### src/rtl/split_bus_arbiter_pkg.sv
// Shared types and sizes for the two-master split-capable bus arbiter.
// Optional feature macro: BUS_ARB_RR_EN (round-robin instead of fixed priority).
package bus_pkg;

    localparam int NUM_MASTERS     = 2;
    localparam int NUM_SLAVES      = 3;
    localparam int ARB_GNT_TIMEOUT = 16;
    localparam int SLV_W           = $clog2(NUM_SLAVES);

    typedef enum logic [1:0] {
        ARB_IDLE  = 2'd0,
        ARB_GRANT = 2'd1,
        ARB_BUSY  = 2'd2
    } arb_state_e;

    // The one parked transaction: who owns it and which slave will release it.
    typedef struct packed {
        logic             pending;
        logic [1:0]       owner;
        logic [SLV_W-1:0] slave;
    } split_rec_t;

endpackage

### src/rtl/split_bus_arbiter_if.sv
// Arbiter-facing bundle of request, frame, split and grant signals.
// Optional feature macro: BUS_ARB_RR_EN (does not change this interface).
//
// Handshake: req_i is a level held by a master until it is served. A grant
// (gnt_o, one-hot) is held from the cycle after arbitration until either the
// frame that frame_active_i marks has ended, the master withdraws before the
// frame starts, or the grant times out (gnt_timeout_o pulses). split_req_i is
// a single-cycle pulse qualified by split_slave_i; split_ready_i is a level.
interface split_bus_arbiter_if;
    import bus_pkg::*;

    logic [NUM_MASTERS-1:0] req_i;
    logic                   frame_active_i;
    logic                   split_req_i;
    logic [SLV_W-1:0]       split_slave_i;
    logic [NUM_SLAVES-1:0]  split_ready_i;
    logic [NUM_MASTERS-1:0] gnt_o;
    logic                   msel_o;
    logic                   split_pending_o;
    logic [NUM_MASTERS-1:0] split_owner_o;
    logic                   gnt_timeout_o;

    modport slave (
        input  req_i, frame_active_i, split_req_i, split_slave_i, split_ready_i,
        output gnt_o, msel_o, split_pending_o, split_owner_o, gnt_timeout_o
    );

    modport master (
        output req_i, frame_active_i, split_req_i, split_slave_i, split_ready_i,
        input  gnt_o, msel_o, split_pending_o, split_owner_o, gnt_timeout_o
    );

endinterface

### src/rtl/split_bus_arbiter_pick.sv
// Combinational 2-way winner pick from an eligible mask.
// BUS_ARB_RR_EN defined: round-robin starting at ptr; undefined: master 0 first.
module arb_rr_pick (
    input  logic [1:0] eligible,
`ifdef BUS_ARB_RR_EN
    input  logic       ptr,
`endif
    output logic [1:0] winner
);

    // One-hot winner, or zero when nobody is eligible.
    always_comb begin
        winner = 2'b00;
`ifdef BUS_ARB_RR_EN
        if (eligible[ptr]) begin
            winner[ptr] = 1'b1;
        end else if (eligible[~ptr]) begin
            winner[~ptr] = 1'b1;
        end
`else
        if (eligible[0]) begin
            winner = 2'b01;
        end else if (eligible[1]) begin
            winner = 2'b10;
        end
`endif
    end

endmodule

### src/rtl/split_bus_arbiter.sv
// Two-master bus arbiter holding ownership for a full serial frame, with a
// single parked (split) transaction that resumes ahead of normal arbitration.
// Optional feature macro: BUS_ARB_RR_EN (round-robin pointer; else fixed priority).
module split_bus_arbiter
    import bus_pkg::*;
#(
    parameter int GNT_TIMEOUT = ARB_GNT_TIMEOUT
) (
    input  logic                clk_i,
    input  logic                rst_ni,
    split_bus_arbiter_if.slave  bus,
    output arb_state_e          dbg_state_o
);

    localparam int TO_W = $clog2(GNT_TIMEOUT + 1);

    arb_state_e         state_q, state_d;
    logic [1:0]         gnt_q, gnt_d;
    logic               msel_q, msel_d;
    logic               tmo_q, tmo_d;
    split_rec_t         split_q, split_d;
    logic [TO_W-1:0]    cnt_q, cnt_d, cnt_inc;
    logic [(1<<SLV_W)-1:0] ready_pad;
    logic               parked_ready;
    logic [1:0]         blocked, eligible, pick_win, winner;
    logic               resume;
`ifdef BUS_ARB_RR_EN
    logic               ptr_q, ptr_d;
`endif

    // Ready of the parked slave; the padded vector keeps every index in range.
    always_comb begin
        ready_pad = '0;
        ready_pad[NUM_SLAVES-1:0] = bus.split_ready_i;
        parked_ready = ready_pad[split_q.slave];
        blocked  = (split_q.pending && !parked_ready) ? split_q.owner : 2'b00;
        eligible = bus.req_i & ~blocked;
        resume   = split_q.pending && parked_ready && |(bus.req_i & split_q.owner);
        winner   = resume ? split_q.owner : pick_win;
    end

    arb_rr_pick u_pick (
        .eligible (eligible),
`ifdef BUS_ARB_RR_EN
        .ptr      (ptr_q),
`endif
        .winner   (pick_win)
    );

    // Next-state and next-output decode; everything holds unless an event fires.
    always_comb begin
        state_d = state_q;
        gnt_d   = gnt_q;
        msel_d  = msel_q;
        tmo_d   = 1'b0;
        split_d = split_q;
        cnt_d   = cnt_q;
        cnt_inc = cnt_q + 1'b1;
`ifdef BUS_ARB_RR_EN
        ptr_d   = ptr_q;
`endif
        case (state_q)
            ARB_IDLE: begin
                if (|eligible) begin
                    state_d = ARB_GRANT;
                    gnt_d   = winner;
                    msel_d  = winner[1];
                    cnt_d   = '0;
                    if (resume) begin
                        split_d = '0;
                    end
                end
            end
            ARB_GRANT: begin
                if (bus.frame_active_i) begin
                    state_d = ARB_BUSY;
                    cnt_d   = '0;
                end else if (!bus.req_i[msel_q]) begin
                    state_d = ARB_IDLE;
                    gnt_d   = 2'b00;
                end else if (cnt_inc == TO_W'(GNT_TIMEOUT)) begin
                    state_d = ARB_IDLE;
                    gnt_d   = 2'b00;
                    tmo_d   = 1'b1;
                    cnt_d   = '0;
`ifdef BUS_ARB_RR_EN
                    ptr_d   = ~msel_q;
`endif
                end else begin
                    cnt_d   = cnt_inc;
                end
            end
            ARB_BUSY: begin
                if (bus.split_req_i && !split_q.pending) begin
                    split_d.pending = 1'b1;
                    split_d.owner   = gnt_q;
                    split_d.slave   = bus.split_slave_i;
                end
                if (!bus.frame_active_i) begin
                    state_d = ARB_IDLE;
                    gnt_d   = 2'b00;
`ifdef BUS_ARB_RR_EN
                    ptr_d   = ~msel_q;
`endif
                end
            end
            default: begin
                state_d = ARB_IDLE;
                gnt_d   = 2'b00;
            end
        endcase
    end

    // FSM state register.
    always_ff @(posedge clk_i or negedge rst_ni) begin
        if (!rst_ni) begin
            state_q <= ARB_IDLE;
        end else begin
            state_q <= state_d;
        end
    end

    // Registered grant, mux select, split record, timeout counter and pointer.
    always_ff @(posedge clk_i or negedge rst_ni) begin
        if (!rst_ni) begin
            gnt_q   <= 2'b00;
            msel_q  <= 1'b0;
            tmo_q   <= 1'b0;
            split_q <= '0;
            cnt_q   <= '0;
`ifdef BUS_ARB_RR_EN
            ptr_q   <= 1'b0;
`endif
        end else begin
            gnt_q   <= gnt_d;
            msel_q  <= msel_d;
            tmo_q   <= tmo_d;
            split_q <= split_d;
            cnt_q   <= cnt_d;
`ifdef BUS_ARB_RR_EN
            ptr_q   <= ptr_d;
`endif
        end
    end

    assign bus.gnt_o           = gnt_q;
    assign bus.msel_o          = msel_q;
    assign bus.split_pending_o = split_q.pending;
    assign bus.split_owner_o   = split_q.owner;
    assign bus.gnt_timeout_o   = tmo_q;
    assign dbg_state_o         = state_q;

endmodule

### src/flat_wrapper.sv
// flat-port wrapper written by rule: the top's interface ports become plain ports
module split_bus_arbiter_flat import bus_pkg::*;
#(
    parameter int GNT_TIMEOUT = ARB_GNT_TIMEOUT
)
  (clk_i, rst_ni, dbg_state_o, bus_req_i, bus_frame_active_i, bus_split_req_i, bus_split_slave_i, bus_split_ready_i, bus_gnt_o, bus_msel_o, bus_split_pending_o, bus_split_owner_o, bus_gnt_timeout_o);
  split_bus_arbiter_if bus_i ();
  input  logic clk_i;
  input  logic rst_ni;
  output arb_state_e dbg_state_o;
  input wire logic [$bits(bus_i.req_i)-1:0] bus_req_i;
  input wire logic [$bits(bus_i.frame_active_i)-1:0] bus_frame_active_i;
  input wire logic [$bits(bus_i.split_req_i)-1:0] bus_split_req_i;
  input wire logic [$bits(bus_i.split_slave_i)-1:0] bus_split_slave_i;
  input wire logic [$bits(bus_i.split_ready_i)-1:0] bus_split_ready_i;
  output wire logic [$bits(bus_i.gnt_o)-1:0] bus_gnt_o;
  output wire logic [$bits(bus_i.msel_o)-1:0] bus_msel_o;
  output wire logic [$bits(bus_i.split_pending_o)-1:0] bus_split_pending_o;
  output wire logic [$bits(bus_i.split_owner_o)-1:0] bus_split_owner_o;
  output wire logic [$bits(bus_i.gnt_timeout_o)-1:0] bus_gnt_timeout_o;
  assign bus_i.req_i = bus_req_i;
  assign bus_i.frame_active_i = bus_frame_active_i;
  assign bus_i.split_req_i = bus_split_req_i;
  assign bus_i.split_slave_i = bus_split_slave_i;
  assign bus_i.split_ready_i = bus_split_ready_i;
  assign bus_gnt_o = bus_i.gnt_o;
  assign bus_msel_o = bus_i.msel_o;
  assign bus_split_pending_o = bus_i.split_pending_o;
  assign bus_split_owner_o = bus_i.split_owner_o;
  assign bus_gnt_timeout_o = bus_i.gnt_timeout_o;
  split_bus_arbiter #(.GNT_TIMEOUT(GNT_TIMEOUT)) u_core (.clk_i(clk_i), .rst_ni(rst_ni), .bus(bus_i), .dbg_state_o(dbg_state_o));
endmodule
### config.mk
export PLATFORM = sky130hd
export DESIGN_NAME = split_bus_arbiter_flat
export DESIGN_NICKNAME = d
export VERILOG_FILES = /design/src/rtl/split_bus_arbiter_pkg.sv /design/src/rtl/split_bus_arbiter_if.sv /design/src/rtl/split_bus_arbiter_pick.sv /design/src/rtl/split_bus_arbiter.sv /design/src/flat_wrapper.sv
export SDC_FILE = /design/constraint.sdc
export NUM_CORES = 1
export LEC_CHECK = 0
export ABC_AREA = 1
export BUFFER_PORTS_ARGS = -buffer_cell sky130_fd_sc_hd__buf_2
export CORE_UTILIZATION = 57
export CTS_CLUSTER_DIAMETER = 150
export DETAILED_ROUTE_END_ITERATION = 8
export PLACE_DENSITY = 0.82
export SYNTH_ARGS = -nofsm -noshare
export SYNTH_HDL_FRONTEND = slang
export SYNTH_HIERARCHICAL = 1
export SYNTH_SLANG_ARGS = --single-unit
### constraint.sdc
create_clock -name clk_i -period 2.4 [get_ports clk_i]
set_clock_uncertainty 0.2 [all_clocks]
set_input_delay 0.48 -clock clk_i [delete_from_list [all_inputs] [get_ports clk_i]]
set_output_delay 0.48 -clock clk_i [all_outputs]
set_load 0.01 [all_outputs]
Yosys cells after proc, flatten, opt, wreduce, memory -nomap -nowiden
Cells that the tools add are included.
- bits in registers: 16
- latch bits: 0
- bits in writable memories: 0
- bits in read-only memories: 0
- input bits: 11
- output and inout port bits: 9
- logic and storage cells: 71
- memories kept: 0
- $add $sub $neg: 1
- $mul: 0
- divide/modulo/power cells: 0
- $lt $le $gt $ge: 2
- eq/ne operators: 11
- shift-type cells: 0
- multiplexer cells: 30
- bitwise operators: 3
- reduce and logical (&&, ||, !) cells: 16
- operator list (kind ; count):
    $mux 5 ; 7
    $mux 2 ; 11
    $pmux 5 s2 ; 2
    $pmux 2 s3 ; 2
    $reduce_and 4->1 ; 2
    $mux 1 ; 7
    $ne 2x1->1 const B ; 3
    $reduce_and 3->1 ; 2
    $add 5x1->5 const B ; 1
    $eq 5x5->1 const B ; 1
    $and 2x2->2 ; 2
    $logic_and 1x1->1 ; 4
    $ne 2x2->1 const B ; 2
    $ne 4x4->1 const B ; 1
    $reduce_bool 2->1 ; 2
    $reduce_or 2->1 ; 2
    $lt 2x3->1 const B ; 1
    $ne 3x2->1 const B ; 1
    $ne 3x3->1 const B ; 1
    $bmux 1 s2 ; 1
    $eq 2x1->1 const B ; 1
    $eq 2x2->1 const B ; 1
    $logic_not 1->1 ; 2
    $logic_not 2->1 ; 1
    other kinds (3) ; 3

Depth between registers and ports, before layout
- depth in word-level cells: 12
- depth in mapped cells: 13
- depth with buffers taken out: 12

Modules after synthesis
The synthesis kept the hierarchy.
- by module, submodules not included (module ; times used ; cells each ; area an instance (um^2) ; sequential area each (um^2)):
    split_bus_arbiter ; 1 ; 125 ; 968.4 ; 400.4
    arb_rr_pick ; 1 ; 3 ; 17.5 ; 0.0

Worst setup path after synthesis
Ideal clock, no wire load.
- path kind: input port to flip-flop
- start: input bus_split_ready_i[1]
- end: register u_core.gnt_q[0] (netlist: u_core/bus.gnt_o[0])
- setup time: 0.117 ns
- arrival time: 1.280 ns
- data required time: 2.083 ns
- slack: 0.803 ns
- stages: 13
- buffers on the path: 1
- path through: inv_1 nand2_1 nand3_2 nand4_1 nand2_1 inv_1 buf_4 inv_1 nand2_1 nand2_1 nor2_1 nand4_1 nand2_1
- longest elaborated chain between the ends: 11
- elaborated cells on any way between the ends: 16
- classes of those cells: eq/ne (1); mux (7); bitwise (2); reduce/logical (6)
- RTL lines (item ; RTL line ; source):
    start: declaration ; flat_wrapper.sv:15 ; input wire logic [$bits(bus_i.split_ready_i)-1:0] bus_split_ready_i;
    $bmux 1 s2 ; split_bus_arbiter.sv:35 ; parked_ready = ready_pad[split_q.slave];
    $mux 1 (not written as such) ; split_bus_arbiter.sv:35 ;
    $logic_not 1->1 ; split_bus_arbiter.sv:36 ; blocked = (split_q.pending && !parked_ready) ? split_q.owner : 2'b00;
    $logic_and 1x1->1 ; split_bus_arbiter.sv:36 ;
    $mux 2 ; split_bus_arbiter.sv:36 ;
    $not 2->2 ; split_bus_arbiter.sv:37 ; eligible = bus.req_i & ~blocked;
    $and 2x2->2 ; split_bus_arbiter.sv:37 ;
    via u_core.eligible[0] ; split_bus_arbiter.sv:25 ; logic [1:0] blocked, eligible, pick_win, winner;
    $mux 2 ; split_bus_arbiter_pick.sv:21 ; if (eligible[0]) begin
    via u_core.pick_win[0] ; split_bus_arbiter.sv:25 ;
    $mux 2 ; split_bus_arbiter.sv:39 ; winner = resume ? split_q.owner : pick_win;
    $mux 2 ; split_bus_arbiter.sv:64 ; if (|eligible) begin
    $pmux 2 s3 ; split_bus_arbiter.sv:62 ; case (state_q)
    end signal: assignment ; split_bus_arbiter.sv:135 ; gnt_q <= gnt_d;
    end: declaration ; split_bus_arbiter.sv:18 ; logic [1:0] gnt_q, gnt_d;
The timed path passes the listed nets, and every way through them passes these cells. The select of a mux whose other input is x is not followed.
A chain may end at the register's enable or synchronous reset.

Final worst setup path
- start: register u_core.cnt_q[0]
- end: register u_core.gnt_q[0] (netlist: u_core/bus.gnt_o[0])
- longest elaborated chain between the ends: 4
- RTL lines (item ; RTL line ; source):
    start: declaration ; split_bus_arbiter.sv:22 ; logic [TO_W-1:0] cnt_q, cnt_d, cnt_inc;
    start signal: assignment ; split_bus_arbiter.sv:139 ; cnt_q <= cnt_d;
    $add 5x1->5 ; split_bus_arbiter.sv:58 ; cnt_inc = cnt_q + 1'b1;
    $eq 5x5->1 ; split_bus_arbiter.sv:81 ; end else if (cnt_inc == TO_W'(GNT_TIMEOUT)) begin
    $ne 3x3->1 (no line) ; - ;
    $reduce_and 4->1 (no line) ; - ;
Every way passes these cells.

==> flow_summary_export.csv <==
group,metric,value,unit
run_status,outcome,"finished, violations left",
run_status,violations,"design-rule violations",
grt,track_usage,22.6,%
floorplanning,chipWidth,43.6,um
floorplanning,die_span_in_y,43.6,um
detailed_routing,routed-via-count,912,
cts,clock_tree_from_tritoncts,"done",
cts,cts_max_level,1,
synth,ys_top_cells_by_area,"sky130_fd_sc_hd__dfrtp_1 41%, sky130_fd_sc_hd__nand2_1 12%, sky130_fd_sc_hd__nand3_1 8.1%, sky130_fd_sc_hd__inv_1 6.9%, sky130_fd_sc_hd__nand3_2 4.1%",
detailed_routing,routed_wl,2010,um
sta,share_of_the_clock_period_used_by_the_worst_path,69.7,%
detailed_routing,detailroute.wirelength.met2,891,um
final_layout,layout-drive-gt1-share,30.2,%
grt,grt-ovfl-total,0,
grt,grt_start_max_net_pins,17,
cts,post_cts_clock_slew_at_the_launch_and_capture_registers_of_the_worst_setup_and_hold_paths,0.10,ns
job,max-cap-violations,0,
detailed_routing,post-route-drc-count,3,
final_layout,syn2layout_area_growth,14.1,%
floorplanning,initial_core_util,63.2,%
critical_path,cpMaxStageDelayCell,"sky130_fd_sc_hd__dfrtp_1",
cts,clk_latency,0.28,ns
sta,final.hold.worst_slack,0.242,ns
power_and_ir_drop,power.static_leakage,0.636,nW
sta,hold_viol_final,0,
critical_path,crit_path_max_fanout,4,
sta,max_slew.worst_pin.slew,0.372,ns
sta,final.setup.tns,0,ns
sta,max_slew_violations,0,
critical_path,cp-start-kind,"flop",
detailed_routing,route.met3.wl,141,um
critical_path,cpPeakStageDelay,0.42,ns
sta,finalSetupViolations,0,
power_and_ir_drop,vdd_ir_drop_max,308,uV
grt,grt_first_pass_wirelength,3230,um
synth,ys_warns,6,
critical_path,cell_by_cell_listing_of_the_critical_path,"ha_1 > nand3_1 > nand2_1 > nand2_1 > nand3_2 > nand3_2 > nand2_2 > inv_2 > nand3_2 > nand2_1 > nand2_1",
detailed_routing,firstDrtPassIters,9,
worst_hold_path,hold_class,"input pin to flop",
critical_path,worst-endpoint-required,2.39,ns
detailed_routing,wl_per_cell,12.2,um
cts,root_buffer,"sky130_fd_sc_hd__clkbuf_4",
sta,timing.slew.headroom,75.0,%
cts,numCtsBuffers,3,
synth,syn_inst,128,
cts,ctsLongestPathBuffers,2,
grt,first_global_vias,783,
floorplanning,die_area,1900,um2
final_layout,num_antenna_cells,0,
sta,final_period_minus_worst_setup_slack,1.67,ns
synth,synth_enable_flop_cells,0,
cts,clock_sink_count,16,
cts,cts-resized-gates,0,
synth,yosysMostFrequentCell,"sky130_fd_sc_hd__nand2_1",
synth,ys_top_cells_by_count,"32 x sky130_fd_sc_hd__nand2_1, 18 x sky130_fd_sc_hd__inv_1, 16 x sky130_fd_sc_hd__dfrtp_1, 16 x sky130_fd_sc_hd__nand3_1",
detailed_routing,drt_first_iter_violations,53,
detailed_routing,wl_met1,967,um
synth,synth.yosys.seq_area_share,40.6,%
detailed_routing,route.top_layer_used,"met4",
critical_path,critPathCaptureType,"flop",
sta,max_freq,598,MHz
final_layout,layout.nets,162,
placement,dp_hpwl,1500,um
critical_path,worstSetupPathType,"flop to flop",
synth,post_synthesis_sequential_element_count,16,
synth,synth.lib_cells_used.distinct,23,
grt,antenna_found_initial,0,
detailed_routing,number_of_routed_nets_with_antenna_violations,0,
synth,synth_top_area_share,40.6,%
synth,netlist.top_cell.by_area,"sky130_fd_sc_hd__dfrtp_1",
synth,mappedNetlistArea,986,um2
floorplanning,rows,14,
synth,syn_nets,140,
placement,numPortBuffers,19,
power_and_ir_drop,power_density,423,nW/um2
critical_path,critical_path_at,1.66,ns
placement,gpl.final_weighted_congestion,0.887,
floorplanning,coreArea,1560,um2
synth,async_reset_ff_share,100,%
sta,grt_setup_unrepaired,"no",
floorplanning,pin_count,20,
synth,syn_area_per_cell,7.70,um2
critical_path,critPathMostFrequentCell,"sky130_fd_sc_hd__nand2_1",
detailed_routing,route.detailed.vias_per_inst,5.53,
synth,synth_ff_type,"sky130_fd_sc_hd__dfrtp_1",
cell type report:
type,instances,area [um2]
fillers,125,434
well taps,16,20.0
multi-input cells,86,477
inverters,23,86.3
clock buffers,4,36.3
repair buffers,20,105
flip-flops and latches,16,400
critical path: cells and delay by family, from the launching register on:
family | cells | cell delay [ns]
simple gates | 9 | 0.65
flops | 1 | 0.42
fa+ha+maj | 1 | 0.26
buf+inv | 1 | 0.05
sequential cells by signal, summed over array words and instances (netlist names):
| register | count |
|---|---|
| u_core/bus.gnt_o | 2 |
| u_core/bus.gnt_timeout_o | 1 |
| u_core/bus.msel_o | 1 |
| u_core/bus.split_owner_o | 2 |
| u_core/bus.split_pending_o | 1 |
| u_core/cnt_q | 5 |
| u_core/dbg_state_o | 2 |
| u_core/split_q | 2 |
cell usage in the layout, fill, tap and decap left out, types with 2 or more instances in the layout:
master                      n
sky130_fd_sc_hd__nand4_1    6
sky130_fd_sc_hd__clkbuf_4   3
sky130_fd_sc_hd__nor2_1     2
sky130_fd_sc_hd__nor2_2     2
sky130_fd_sc_hd__nand3_1   16
sky130_fd_sc_hd__buf_2     19
sky130_fd_sc_hd__o21ai_0    6
sky130_fd_sc_hd__nand3_2    4
sky130_fd_sc_hd__inv_2      5
sky130_fd_sc_hd__o21ai_1    3
sky130_fd_sc_hd__o21ai_2    2
sky130_fd_sc_hd__nand2_4    2
sky130_fd_sc_hd__nand2_1   32
sky130_fd_sc_hd__nand2_2    3
sky130_fd_sc_hd__dfrtp_1   16
sky130_fd_sc_hd__inv_1     18
through the flow:
stage / utilization, % / cell area, um2 / instances / setup WS (ns) / total power (W)
after global placement: 69.2 / 1080 / 160 / 0.734 / 0.000301
after floorplan: - / 986 / 128 / 0.803 / 0.000284
after CTS: 72.2 / 1120 / 165 / 0.729 / 0.000483
after detailed placement: 69.2 / 1080 / 160 / 0.688 / 0.000302
final: 72.2 / 1120 / 165 / 0.727 / 0.000476
after global routing: 72.2 / 1120 / 165 / 0.609 / 0.000495
cell families (layout without fill, tap and decap cells):
family,count (synthesis),count (layout),share of synthesized area [%]
AND/OR/NAND/NOR,71,71,37.7
adder cells (fa/ha/maj),1,1,1.27
buffers and inverters,26,47,11.0
flip-flops,16,16,40.6
AO/OA/AOI/OAI,14,14,9.39
report_power, final:
| part | switching [W] | internal, W |
|---|---|---|
| logic | 0.0000163 | 0.0000100 |
| clock network | 0.0000860 | 0.0000923 |
| registers | 0.000000766 | 0.000270 |
path summary, 6_finish.rpt:
check	startpoint	to	slack (ns)	cells past startpoint
min	bus_split_slave_i[0]	u_core/split_q[0]	0.24	3
min reg2reg	u_core/bus.gnt_o[1]	u_core/bus.gnt_o[1]	0.32	2
max	u_core/cnt_q[0]	u_core/bus.gnt_o[0]	0.73	11
max in group asynchronous	rst_ni	u_core/cnt_q[2]	1.30	2
max reg2reg	u_core/cnt_q[0]	u_core/bus.gnt_o[0]	0.73	11
min in group asynchronous	rst_ni	u_core/bus.gnt_timeout_o	0.44	2
what timing repair did:
item	in CTS	in global routing
hold buffers	1	0
hold endpoints to repair	16	0
buffers inserted	0	0
layer usage:
metal / global-route usage, % / up-vias
li1: - / 457
met1: 31.5 / 408
met2: 36.4 / 43
met3: 2.50 / 4
met4: 8.13 / 0
met5: 0 / -
(Power assumes the default switching activity.)
